--- src/rtl/handshake_const_sink.sv ---
// Terminal valid/ready sink: counts a batch of NUM_TOKENS tokens, checks each
// against EXPECTED, and emits one done token carrying a sticky mismatch flag.
module handshake_const_sink #(
  parameter int                    DATA_WIDTH  = 32,
  parameter logic [DATA_WIDTH-1:0] EXPECTED    = '0,
  parameter int                    NUM_TOKENS  = 4,
  parameter int                    COUNT_WIDTH = 8
) (
  input  logic                   clk,
  input  logic                   rst,
  input  logic [DATA_WIDTH-1:0]  ins,
  input  logic                   ins_valid,
  output logic                   ins_ready,
  output logic                   done_valid,
  input  logic                   done_ready,
  output logic                   done_mismatch,
  output logic [COUNT_WIDTH-1:0] count,
  output logic [DATA_WIDTH-1:0]  last_value
);

  typedef enum logic {RECV, DONE} state_t;

  localparam logic [COUNT_WIDTH-1:0] LAST_COUNT = COUNT_WIDTH'(NUM_TOKENS - 1);
  localparam logic [COUNT_WIDTH-1:0] ONE        = COUNT_WIDTH'(1);

  state_t                 state_reg;
  logic                   ins_ready_reg;
  logic                   done_valid_reg;
  logic                   mismatch_reg;
  logic [COUNT_WIDTH-1:0] count_reg;
  logic [DATA_WIDTH-1:0]  last_value_reg;

  // Handshake outputs are registered alongside the state so neither ready nor
  // valid has a combinational path from the opposite side of the channel.
  always_ff @(posedge clk) begin
    if (rst) begin
      state_reg      <= RECV;
      ins_ready_reg  <= 1'b1;
      done_valid_reg <= 1'b0;
      mismatch_reg   <= 1'b0;
      count_reg      <= '0;
      last_value_reg <= '0;
    end else begin
      case (state_reg)
        RECV: begin
          if (ins_valid && ins_ready_reg) begin
            last_value_reg <= ins;
            count_reg      <= count_reg + ONE;
            if (ins != EXPECTED) mismatch_reg <= 1'b1;
            if (count_reg == LAST_COUNT) begin
              state_reg      <= DONE;
              ins_ready_reg  <= 1'b0;
              done_valid_reg <= 1'b1;
            end
          end
        end
        DONE: begin
          // last_value survives the handshake; only batch state is cleared.
          if (done_valid_reg && done_ready) begin
            state_reg      <= RECV;
            ins_ready_reg  <= 1'b1;
            done_valid_reg <= 1'b0;
            mismatch_reg   <= 1'b0;
            count_reg      <= '0;
          end
        end
        default: begin
          state_reg      <= RECV;
          ins_ready_reg  <= 1'b1;
          done_valid_reg <= 1'b0;
        end
      endcase
    end
  end

  assign ins_ready     = ins_ready_reg;
  assign done_valid    = done_valid_reg;
  assign done_mismatch = mismatch_reg;
  assign count         = count_reg;
  assign last_value    = last_value_reg;

endmodule

--- config.mk ---
export PLATFORM = sky130hd
export DESIGN_NAME = handshake_const_sink
export DESIGN_NICKNAME = d
export VERILOG_FILES = /design/src/rtl/handshake_const_sink.sv
export SDC_FILE = /design/constraint.sdc
export NUM_CORES = 1
export LEC_CHECK = 0
export BUFFER_PORTS_ARGS = -buffer_cell sky130_fd_sc_hd__buf_2
export CAP_MARGIN = 0
export CORE_MARGIN = 1
export CORE_UTILIZATION = 40
export DETAILED_ROUTE_END_ITERATION = 6
export GPL_TIMING_DRIVEN = 0
export PLACE_DENSITY = 0.78
export SLEW_MARGIN = 20
export SYNTH_ARGS = -nofsm -noshare
export SYNTH_HDL_FRONTEND = slang
export SYNTH_SLANG_ARGS = --single-unit
--- constraint.sdc ---
create_clock -name clk -period 2.4 [get_ports clk]
set_clock_uncertainty 0.1 [all_clocks]
set_input_delay 0.36 -clock clk [delete_from_list [all_inputs] [get_ports clk]]
set_output_delay 0.36 -clock clk [all_outputs]
set_load 0.05 [all_outputs]
==> results by group <==
Pwr
  – Maximum VDD drop: 0.0004856 V
  – Leakage Power: 0.001033 uW
  – Pwr/cell area: 737.4 nW/um2

Place
  – HPWL Detailed: 3146 um
  – DP Worst Slack: 0.5309 ns
  – Port Buffers: 77
  – Gpl congestion: 0.8209

Clock tree
  – Clock-pin slew on the worst setup and hold paths: 0.10 ns
  – Worst-Skew Late Latency: a little over 0.3 ns
  – Setup Buffers After CTS: 0
  – CTS buffer count: 5
  – # clock sinks: 44
  – CTS resizes: 0
  – H-tree depth: 2
  – Root Buffer: clkbuf_8
  – CTS max path bufs: 2
  – # hold bufs at CTS: 0
  – TritonCTS clock tree: yes

Die
  – Die ar.: between 4000 and 5000 um2
  – Die height: around 67 um
  – Core ar.: between 4000 and 5000 um2
  – Initial Util: 41.74%
  – Core Rows: 23
  – I/O pins: 79
  – Die extent in x: 66.84 um

Cells and area
  – Layout cells sized above 1: 29.39%
  – Area of the multi-input gates: 739.5 um2
  – Fill count: 401
  – ANT cells: 0
  – Sequential Area: 880.8 um2
  – Number of flip-flops under the largest register name: 32
  – Final core utilization: 55.75%
  – Area delta synth->final: 33.56%
  – Final #Nets: ~330

Global routing
  – Initial antenna violation count: 0
  – Largest net degree at the start of global routing: 16
  – GRT overflow: 0
  – Overall routing resource usage: 20.44%
  – Vias in the first global route: approximately 1,400
  – First-pass GRT wire length: 6713 um

STA
  – Max-slew headroom: around 70%
  – Setup tns final: 0 ns
  – Slew Viols, Final: 0
  – RSZ-0062 raised after global routing: false
  – Final Hold Vio Count: 0
  – PnR worst setup slack: 0.5693 ns
  – Fin crit share: 76.28%
  – Max Fclk: around 550 MHz
  – Slew @ Worst Pin: 0.4640 ns
  – Final min period: 1.831 ns
  – # setup viols final: 0

Logic synthesis
  – Ys flop type: dfxtp_1
  – Post-synth EDFFs: 0
  – Synth top area share: 52.38%
  – Yosys warning count: 0
  – Synth top cells by count: nand2_1 (68), dfxtp_1 (44), a21oi_1 (36), nor2_1 (12), clkbuf_1 (9)
  – Syn nets: 248
  – FF+latch count, synth: 44
  – Cell variety after synth: 28
  – Register area share after synthesis: a little over half
  – Async SR Flop Fraction: 0%
  – Most frequent cell after synthesis: nand2_1
  – Dominant cells by area after synthesis: dfxtp_1 (52%), nand2_1 (15%), a21oi_1 (11%)
  – Mean Syn Cell Area: 7.970 um2
  – Synth Cell Area: between 1500 and 2000 um2
  – Cell taking the most area after synthesis: dfxtp_1
  – Post-synthesis cell count: 211

Worst hold path
  – Hold Path Origin: ins[29]
  – Hold Path Cell Cnt: 3
  – Worst hold path class: in -> reg
  – WHS Endpoint: last_value[29]

Detailed routing
  – Routed length per instance: 12.36 um
  – Drt pass-1 iters: 4
  – Routed WL: between 4000 and 5000 um
  – DRC viols: 0
  – Via count: 1,708
  – Vias/cell: 4.936
  – Starting DRC count in detailed routing: around 110
  – Routed Antenna Nets: 0

Setup path
  – CP bufs+invs: 2
  – Slowest-stage cell, CP: dfxtp_1
  – R2r endpoint: last_value[13]
  – CP Data Arrival Time: between 1.5 and 2 ns
  – Worst Setup End Kind: register
  – Setup slack, reg-to-reg: ~0.57 ns
  – Critical Path, Cell by Cell: and3b_1 > clkbuf_1 > buf_1 > nand2_1 > a21oi_1
  – Cell family with most CP delay: buffers and inverters
  – Critical Path Fanout Max: 10
  – Required @ worst endpoint: 2.53 ns
  – Reg2Reg Launch Point: ins_ready
  – Startpoint Class: register
  – R2R depth: 5
  – WS Path Type: reg -> reg
  – CP max stage delay: 0.42 ns
  – Worst Setup SP: ins_ready

Run status
  – Run status: finished, final reports clean

Run
  – Max-cap violations: 0
[worst max-delay path by stage]
stage,depth (start not counted),end,slack [ns]
2_1_floorplan,6,count[7],0.54
3_3_place_gp,7,count[7],0.56
3_5_place_dp,6,last_value[10],0.53
4_1_cts,5,last_value[10],0.56
5_1_grt,5,last_value[30],0.38
6_report,5,last_value[13],0.57
[worst register-to-register path: cells and delay by family (launching register included)]
kind            cells  cell delay (ns)
buf+inv             2             0.74
flops               1             0.42
simple gates        2             0.35
compound gates      1             0.13
[per-stage QoR]
stage                     instance area (um2)  hold slack (ns)  cells  total power [uW]
after floorplan                          1682           0.3379    211              1001
after global placement                   2130           0.3388    338              1089
after detailed placement                 2130           0.3441    338              1093
after CTS                                2246           0.1859    346              1668
after global routing                     2246           0.1767    346              1738
final                                    2246           0.1908    346              1656
[power breakdown]
| part | switching [uW] | total (uW) | internal (uW) | leakage [uW] |
|---|---|---|---|---|
| combinational | 214 | 289 | 74.7 | 0.000614 |
| clock | 268 | 581 | 314 | 0.0000583 |
| sequential | 20.2 | 786 | 766 | 0.000361 |
| total | 502 | 1660 | 1150 | 0.00103 |
[layout by cell type, fill, tap and decap left out, types with 2 or more instances in the layout]
cell,netlist,routed
clkbuf_1,9,9
nor4_1,8,8
nand2_1,68,68
o2111ai_1,2,2
or4_1,2,2
buf_1,2,2
nand4_1,3,3
clkbuf_8,0,5
xor2_1,4,4
clkinv_4,0,2
buf_2,1,78
o21ai_0,4,4
nor3_1,2,2
a21oi_1,36,36
dfxtp_1,44,44
nor2_1,12,12
[routing by layer]
metal	routed length, um	vias to the layer above	global-route usage (%)
met5	0	-	0
li1	-	881	-
met4	64	0	7.181
met2	2009	45	29.67
met3	250	5	6.507
met1	1953	777	28.11
[cell type report]
class,count,area share [%]
clock buffers,5,3.064
well taps,50,2.786
inverters,1,0.1671
flip-flops and latches,44,39.22
plain buffers,13,2.563
repair buffers,77,17.16
multi-input cells,153,32.92
clock inverters,3,2.117
[cell families after synthesis]
group           Yosys count  share of synthesized area (%)
flops                    44                          52.38
buf+inv                  14                          3.645
fa+ha+maj                 1                         0.7439
compound gates           46                          14.58
xor+xnor                  4                          2.083
simple gates            102                          26.56
Power figures use the tool's default switching activity.
